**config.mk**
```make
export PLATFORM = sky130hd
export DESIGN_NAME = icache_stream_prefetcher
export DESIGN_NICKNAME = d
export VERILOG_FILES = /design/src/rtl/icache_stream_prefetcher.sv
export SDC_FILE = /design/constraint.sdc
export NUM_CORES = 1
export LEC_CHECK = 0
export BUFFER_PORTS_ARGS = -buffer_cell sky130_fd_sc_hd__buf_4
export CORE_MARGIN = 2
export CORE_UTILIZATION = 58
export DETAILED_ROUTE_END_ITERATION = 8
export PLACE_DENSITY = 0.86
export SYNTH_ARGS = -nofsm -noshare
export SYNTH_HDL_FRONTEND = slang
export SYNTH_SLANG_ARGS = --single-unit
```
**constraint.sdc**
```tcl
create_clock -name clk -period 15.4 [get_ports clk]
set_input_delay 1.54 -clock clk [delete_from_list [all_inputs] [get_ports clk]]
set_output_delay 1.54 -clock clk [all_outputs]
set_load 0.01 [all_outputs]
```
**src/rtl/icache_stream_prefetcher.sv**
```systemverilog
// Opcode constants shared with the I-cache request arbiter.
package toy_pack;
  localparam int ICACHE_REQ_OPCODE_WIDTH = 4;
  localparam logic [ICACHE_REQ_OPCODE_WIDTH-1:0] PREFETCH_OPCODE = 4'h6;
endpackage

// Purpose: issue sequential next-line I-cache prefetches (miss+1 .. miss+degree) per demand miss.
// Latency: first request valid one cycle after the accepted miss, then one line per handshake.
// Backpressure: registered valid/ready; vld and addr hold while rdy=0 (only flush/rst drop them).
module icache_stream_prefetcher #(
  parameter int LINE_ADDR_WIDTH = 26,
  parameter int OPCODE_WIDTH = toy_pack::ICACHE_REQ_OPCODE_WIDTH,
  parameter logic [OPCODE_WIDTH-1:0] PF_OPCODE = toy_pack::PREFETCH_OPCODE,
  parameter int MAX_DEGREE = 4,
  parameter int PAGE_LINE_BITS = 6,
  parameter int CNT_WIDTH = 16
) (
  input  logic                          clk,
  input  logic                          rst,
  input  logic                          cfg_enable,
  input  logic [$clog2(MAX_DEGREE+1)-1:0] cfg_degree,
  input  logic                          flush,
  input  logic                          miss_vld,
  input  logic [LINE_ADDR_WIDTH-1:0]    miss_addr,
  output logic                          prefetch_req_vld,
  input  logic                          prefetch_req_rdy,
  output logic [OPCODE_WIDTH-1:0]       prefetch_req_opcode,
  output logic [LINE_ADDR_WIDTH-1:0]    prefetch_req_addr,
  output logic [CNT_WIDTH-1:0]          pf_issue_cnt
);

  localparam int AW = LINE_ADDR_WIDTH;
  localparam int DW = $clog2(MAX_DEGREE+1);

  typedef enum logic {IDLE, ACTIVE} state_t;

  state_t          state, state_nxt;
  logic [AW-1:0]   base, base_nxt;
  logic [AW-1:0]   pend, pend_nxt;
  logic            pend_vld, pend_vld_nxt;
  logic [AW-1:0]   addr_q, addr_nxt;
  logic            vld_q, vld_nxt;
  logic [DW-1:0]   off, off_nxt;
  logic [DW-1:0]   dact, dact_nxt;
  logic [CNT_WIDTH-1:0] cnt;

  logic [DW-1:0]   deg_eff;
  logic            hs;
  logic            miss_dup;
  logic            miss_acc;
  logic [AW-1:0]   miss_next;
  logic [AW-1:0]   line_next;
  logic [AW-1:0]   promo_base;
  logic [AW-1:0]   promo_next;

  // True when two line addresses sit in the same page.
  function automatic logic same_page(input logic [AW-1:0] a, input logic [AW-1:0] b);
    return a[AW-1:PAGE_LINE_BITS] == b[AW-1:PAGE_LINE_BITS];
  endfunction

  assign deg_eff    = (cfg_degree > DW'(MAX_DEGREE)) ? DW'(MAX_DEGREE) : cfg_degree;
  assign hs         = vld_q & prefetch_req_rdy;
  // Unsigned distance from base catches the whole [base, base+D_active] window.
  assign miss_dup   = (state == ACTIVE) &&
                      ((miss_addr - base) <= {{(AW-DW){1'b0}}, dact});
  assign miss_acc   = miss_vld && cfg_enable && (deg_eff != '0) && !miss_dup && !flush;
  assign miss_next  = miss_addr + AW'(1);
  assign line_next  = base + {{(AW-DW){1'b0}}, off} + AW'(1);
  // A miss arriving with a handshake counts as the freshest pending entry.
  assign promo_base = miss_acc ? miss_addr : pend;
  assign promo_next = promo_base + AW'(1);

  // Next-state and next-request selection; every target holds by default.
  always_comb begin
    state_nxt    = state;
    base_nxt     = base;
    pend_nxt     = pend;
    pend_vld_nxt = pend_vld;
    addr_nxt     = addr_q;
    vld_nxt      = vld_q;
    off_nxt      = off;
    dact_nxt     = dact;
    if (flush) begin
      state_nxt    = IDLE;
      vld_nxt      = 1'b0;
      pend_vld_nxt = 1'b0;
    end else begin
      case (state)
        IDLE: begin
          if (miss_acc && same_page(miss_addr, miss_next)) begin
            state_nxt = ACTIVE;
            vld_nxt   = 1'b1;
            addr_nxt  = miss_next;
            base_nxt  = miss_addr;
            off_nxt   = DW'(1);
            dact_nxt  = deg_eff;
          end
        end
        ACTIVE: begin
          if (hs) begin
            if (miss_acc || pend_vld) begin
              pend_vld_nxt = 1'b0;
              if ((deg_eff != '0) && same_page(promo_base, promo_next)) begin
                vld_nxt  = 1'b1;
                addr_nxt = promo_next;
                base_nxt = promo_base;
                off_nxt  = DW'(1);
                dact_nxt = deg_eff;
              end else begin
                state_nxt = IDLE;
                vld_nxt   = 1'b0;
              end
            end else if ((off == dact) || !same_page(base, line_next)) begin
              state_nxt = IDLE;
              vld_nxt   = 1'b0;
            end else begin
              off_nxt  = off + DW'(1);
              addr_nxt = line_next;
            end
          end else if (miss_acc) begin
            pend_vld_nxt = 1'b1;
            pend_nxt     = miss_addr;
          end
        end
        default: begin
          state_nxt = IDLE;
          vld_nxt   = 1'b0;
        end
      endcase
    end
  end

  // State, stream registers and the issue counter (handshakes count even during flush).
  always_ff @(posedge clk) begin
    if (rst) begin
      state    <= IDLE;
      base     <= '0;
      pend     <= '0;
      pend_vld <= 1'b0;
      addr_q   <= '0;
      vld_q    <= 1'b0;
      off      <= '0;
      dact     <= '0;
      cnt      <= '0;
    end else begin
      state    <= state_nxt;
      base     <= base_nxt;
      pend     <= pend_nxt;
      pend_vld <= pend_vld_nxt;
      addr_q   <= addr_nxt;
      vld_q    <= vld_nxt;
      off      <= off_nxt;
      dact     <= dact_nxt;
      cnt      <= cnt + CNT_WIDTH'(hs);
    end
  end

  assign prefetch_req_vld    = vld_q;
  assign prefetch_req_addr   = addr_q;
  assign prefetch_req_opcode = PF_OPCODE;
  assign pf_issue_cnt        = cnt;

endmodule

```
==> run summary, run 1 <==
Dpl ws: 7.573 ns
Final WL: 24390 µm
Cell row count: 43
Seq cells post-synth: 103
Commonest non-fill, non-tap cell in the layout: nor2_1
Max-cap viol count: 0
Worst endpoint data arrival time: 7.89 ns
Outcome: finished, final reports clean
Post-cts gate resize count: 0
Antenna diodes: 0
Post-Layout Cell Count: 1325
Final Setup Violations: 0
Pin count of the biggest net entering global routing: 102
Grt ovf: 0
CTS Buffer Depth: 2
Fmax: 130.0 MHz
Sequential element share of the synthesized area: 24.64%
Leak: 3.722 nW
Layout Utilization: 65.42%
Vias in the first global route: 7760
Tcrit/Tclk final: 49.96%
H-tree depth: 3
Port bufs: 77
DP Cell Count: 1310
Cell Pwr Density: 72.94 nW/µm²
Post-CTS Setup Inserts: 0
CP required: 15.59 ns
Synthesized instance count: 1129
CP Launch Type: input port
VDD IR max: 57.25 µV
Starting Density: 59.81%
Mean routed wirelength per cell: 18.41 µm
Overall power: 0.0006675 W
Overall Global Routing Usage: 31.76%
Sum Neg Setup Slack: 0 ns
Die ar.: 15400 µm²
P&R area growth vs syn: 9.376%
Element type at the critical path end: flop
Total iterations of the first detailed-routing run: 5
Slew headroom: 21.86%
Die Wd: 124.1 µm
CTS Hold Bufs: 0
Most Frequent Cell on Critical Path: ha_1
Post-DRT Antenna Nets: 0
Hold Fails Final Rpt: 0
Slowest cell on crit path: or4_4
Worst Path Max Fanout: 22
Post-Syn Area: 8367 µm²
Gpl congestion: 1.008
Post-synth EDFFs: 0
Commonest non-fill, non-tap cells in the layout: nor2_1, nand2_1, dfxtp_1
Sink Count: 103
Setup ws final: 7.707 ns
Vias: 8627
First DRT Iteration DRCs: 1016
YS warnings: 0
Synth cell types: 70
Die H: 124.1 µm
Synth Flop Type: dfxtp_1
Kind of critical path: input port to flop
Asr flop ratio synth: 0%
Clock Skew: 0.01045 ns
Clock latency on the worst-skew pair: 0.35 ns
DPL Wire Length: 17680 µm
Initial antenna violation count: 0
Clock root buffer master: clkbuf_16
RSZ-0062 raised after global routing: no
Placeable core region: 13990 µm²
Min-delay worst type: flop to flop
Layout cells sized above 1: 10.13%
Worst stage delay on the critical path: 0.59 ns
Slew @ Worst Pin: 1.139 ns
IO Count: 82
DRC Markers: 0
Total CTS buffers: 9
Max Slew Vio Count: 0
R2R setup slack: 8.77 ns
Avg Inst Size Synth: 7.411 µm²
Clock transition at path regs: 0.07 ns
Nets: 1214
Minimum clock period: 7.693 ns
Via density: 6.511
First-pass GRT wire length: 38380 µm
CTS tree: yes
worst max-delay path: cells and delay by family:
family                     cells  cell delay (ns)
and+or+nand+nor                9             2.26
AOI/OAI and AO/OA              6             1.58
muxes                          2             0.56
xor gates and xnor gates       1             0.21
buffers and inverters          4             0.53
adders and majority gates      4             1.20
cell families after synthesis:
family | after synthesis | synth area share (%)
buffers and inverters | 133 | 6.610
AO/OA/AOI/OAI | 238 | 19.61
adder cells (fa/ha/maj) | 38 | 5.862
other | 2 | 0.08976
multiplexers | 48 | 5.922
AND/OR/NAND/NOR | 471 | 27.22
flip-flops | 103 | 24.64
XOR/XNOR | 96 | 10.05
where the power goes:
part / internal, W / switching [W]
clock: 0.000126 / 0.000107
sequential: 0.000273 / 0.00000599
combinational: 0.0000589 / 0.0000960
total: 0.000459 / 0.000209
sequential cells by signal, summed over array words and instances (netlist names):
name,flops
base,26
pend,26
prefetch_req_addr,26
pf_issue_cnt,16
dact,3
off,3
pend_vld,1
prefetch_req_vld,1
state,1
cell type report:
class,count,area [µm²]
Clock inverter,6,71.32
Inverter,50,187.7
Sequential cell,103,2063
Timing Repair Buffer,82,615.6
Clock buffer,9,225.2
Fill cell,1198,4837
Tap cell,180,225.2
Multi-Input combinational cell,895,5763
metrics by stage:
stage                     cell area, µm²  hold WS, ns
after global routing                9151       0.4902
after detailed placement            8855       0.4628
after CTS                           9151       0.4718
after floorplan                     8374       0.4486
after global placement              8855       0.4543
final                               9151       0.4662
metal layers:
metal  wire [µm]  track usage [%]  vias up
met5           0                0        -
met4        1280            17.42        0
met3        1820            5.128       99
met2       11550            52.05      432
met1        9737            39.73     4028
li1            -                -     4068
worst paths after layout:
kind                                      from                            endpoint  depth (start not counted)
min          prefetch_req_addr[9]$_SDFFE_PP0P_   prefetch_req_addr[9]$_SDFFE_PP0P_                          2
max                               miss_addr[0]  prefetch_req_addr[17]$_SDFFE_PP0P_                         26
min reg2reg  prefetch_req_addr[9]$_SDFFE_PP0P_   prefetch_req_addr[9]$_SDFFE_PP0P_                          2
max reg2reg               base[0]$_SDFFE_PP0P_  prefetch_req_addr[17]$_SDFFE_PP0P_                         24
cell usage after synthesis, types with 30 or more instances:
cell type	number	share of area [%]
nand3_1	79	4.7
nand2_1	102	4.6
a311oi_1	31	3.2
xnor2_1	58	6.1
a21oi_1	60	3.6
ha_1	36	5.4
o21ai_0	41	2.5
nor3_1	30	1.8
dfxtp_1	103	25
nor2_1	135	6.1
mux2i_1	42	5.0
xor2_1	38	4.0
clkbuf_1	61	2.7
inv_1	50	2.2
Note: power is estimated with default switching activity, not from simulation.
==> inputs of run 2 (changes only) <==
==> constraint.sdc (replaced) <==
create_clock -name clk -period 8.02 [get_ports clk]
set_input_delay 0.802 -clock clk [delete_from_list [all_inputs] [get_ports clk]]
set_output_delay 0.802 -clock clk [all_outputs]
set_load 0.01 [all_outputs]
==> run summary, run 2 (synthesized netlist as in run 1, its figures left out) <==
H-tree depth: 3 (unchanged)
Die ar.: 15400 µm² (unchanged)
CTS tree: yes
Fillers: 1190 (-0.67%)
Fmax: 147.1 MHz
Worst endpoint data arrival time: 7.08 ns (-0.81 ns)
DRC Markers: 0 (unchanged)
Slew headroom: 26.01% (+4.1 points)
Outcome: finished, final reports clean
Total iterations of the first detailed-routing run: 5 (unchanged)
Overall Global Routing Usage: 31.23% (-0.53 points)
Via density: 6.440 (-1.1%)
Mean routed wirelength per cell: 18.40 µm (about the same)
Pin count of the biggest net entering global routing: 102 (unchanged)
Grt ovf: 0 (unchanged)
CTS Hold Bufs: 0 (unchanged)
Post-cts gate resize count: 0 (unchanged)
CP required: 8.30 ns (-7.29 ns)
Die H: 124.1 µm (unchanged)
Clock root buffer master: clkbuf_16
Final Setup Violations: 0 (unchanged)
Max-cap viol count: 0 (unchanged)
Tcrit/Tclk final: 84.74%
R2R setup slack: 1.53 ns (-7.24 ns)
Nets: 1214 (unchanged)
Layout cells sized above 1: 10.12% (about the same)
Port bufs: 77 (unchanged)
Worst stage delay on the critical path: 0.60 ns (about the same)
Hold wc startpoint: prefetch_req_addr[9]$_SDFFE_PP0P_
DPL Wire Length: 17540 µm (-0.79%)
CTS Buffer Depth: 2 (unchanged)
Initial antenna violation count: 0 (unchanged)
Gpl congestion: 1.004 (-0.45%)
Kind of critical path: input port to flop
Post-CTS Setup Inserts: 0 (unchanged)
Vias in the first global route: 7681 (-1.0%)
Critical R2R Launch: base[4]$_SDFFE_PP0P_
Reg2Reg Depth: 23 (-4.2%)
First DRT Iteration DRCs: 779 (-23%)
Cell Pwr Density: 146.6 nW/µm² (+100%)
Placeable core region: 13990 µm² (unchanged)
Leak: 3.752 nW (+0.81%)
Cell row count: 43 (unchanged)
Clock latency on the worst-skew pair: 0.36 ns (about the same)
RSZ-0062 raised after global routing: no
Commonest non-fill, non-tap cells in the layout: nor2_1, nand2_1, dfxtp_1
Hold Fails Final Rpt: 0 (unchanged)
Overall power: 0.001349 W (+100%)
Sink Count: 103 (unchanged)
IO Count: 82 (unchanged)
CP Launch Type: input port
Critical path buffers and inverters: 5 (+1)
Min-delay worst type: flop to flop
Antenna diodes: 0 (unchanged)
Minimum clock period: 6.796 ns
Vias: 8540 (-1.0%)
Top delay family on crit path: simple AND/OR/NAND/NOR gates
Die Wd: 124.1 µm (unchanged)
Hold Path End: prefetch_req_addr[9]$_SDFFE_PP0P_
RR Endpoint: prefetch_req_addr[1]$_SDFFE_PP0P_
Element type at the critical path end: flop
Slew @ Worst Pin: 1.079 ns (-0.06045 ns)
Worst hold path cell count: 2 (unchanged)
First-pass GRT wire length: 37980 µm (-1.0%)
P&R area growth vs syn: 9.990%
Clock transition at path regs: 0.07 ns (about the same)
Final WL: 24400 µm (about the same)
Slowest cell on crit path: or4_4
Max Slew Vio Count: 0 (unchanged)
Clock Skew: 0.005683 ns (-0.004771 ns)
Worst Path Max Fanout: 28 (+27%)
VDD IR max: 109.4 µV (+91%)
Commonest non-fill, non-tap cell in the layout: nor2_1
Sum Neg Setup Slack: 0 ns (unchanged)
Post-DRT Antenna Nets: 0 (unchanged)
Starting Density: 59.81% (unchanged)
Total CTS buffers: 9 (unchanged)
## run 2: final cells by class
type	count	area, µm²	share of cell area, %
timing repair buffer	82	615.6	6.689
inverter	50	187.7	2.039
sequential	103	2063	22.42
clock inverter	5	105.1	1.142
clock buffer	11	242.7	2.638
tap	180	225.2	2.447
multi-input combinational	895	5763	62.62
## run 2: where the power goes
part / total [W] / switching, W / leakage, nW / internal [W]
clock: 0.000516 / 0.000202 / 0.162 / 0.000314
sequential: 0.000536 / 0.0000111 / 0.836 / 0.000525
combinational: 0.000297 / 0.000184 / 2.75 / 0.000113
## run 2: how the worst max path moves through the flow
stage | start | endpoint | slack [ns] | cells after the start
6_report | miss_addr[0] | prefetch_req_addr[1]$_SDFFE_PP0P_ | 1.22 | 26
5_1_grt | miss_addr[0] | prefetch_req_addr[1]$_SDFFE_PP0P_ | 0.85 | 26
4_1_cts | miss_addr[0] | prefetch_req_addr[1]$_SDFFE_PP0P_ | 1.28 | 26
3_5_place_dp | miss_addr[0] | prefetch_req_addr[1]$_SDFFE_PP0P_ | 0.97 | 26
3_3_place_gp | miss_addr[0] | prefetch_req_addr[1]$_SDFFE_PP0P_ | 1.10 | 26
2_1_floorplan | miss_addr[0] | prefetch_req_addr[1]$_SDFFE_PP0P_ | 1.45 | 26
## run 2: worst register-to-register path, cell delays in order (launching register included)
cell and delay, ns:
dfxtp_1 0.37, inv_1 0.09, ha_1 0.33, a21o_1 0.27
a31o_1 0.28, or3_1 0.31, a2111oi_0 0.40, nand4_1 0.17
or4_1 0.44, or4_4 0.60, o31ai_4 0.30, mux2i_1 0.33
inv_1 0.08, ha_1 0.28, and3_1 0.24, nand3_1 0.14
nand3_1 0.08, or2_2 0.30, o41a_1 0.13, nor3_1 0.26
mux2i_2 0.11, buf_4 0.25, or4_1 0.55, a21oi_1 0.12
## run 2: through the flow
stage / setup WS [ns] / instance area [µm²] / std cells / hold WS [ns] / util [%]
floorplan: 1.446 / 8374 / 1131 / 0.4486 / -
global placement: 1.104 / 8855 / 1310 / 0.4491 / 63.30
detailed placement: 0.9675 / 8855 / 1310 / 0.4507 / 63.30
CTS: 1.284 / 9203 / 1326 / 0.4599 / 65.79
global route: 0.8498 / 9203 / 1326 / 0.4767 / 65.79
finish: 1.224 / 9203 / 1326 / 0.4599 / 65.79
## run 2: metal layers
layer / routed length, µm / GRT usage [%] / up-vias
met5: 0 / 0 / -
met4: 1386 / 18.19 / 0
met3: 1539 / 4.579 / 99
met2: 11590 / 52.32 / 392
met1: 9889 / 38.00 / 3984
li1: - / - / 4065
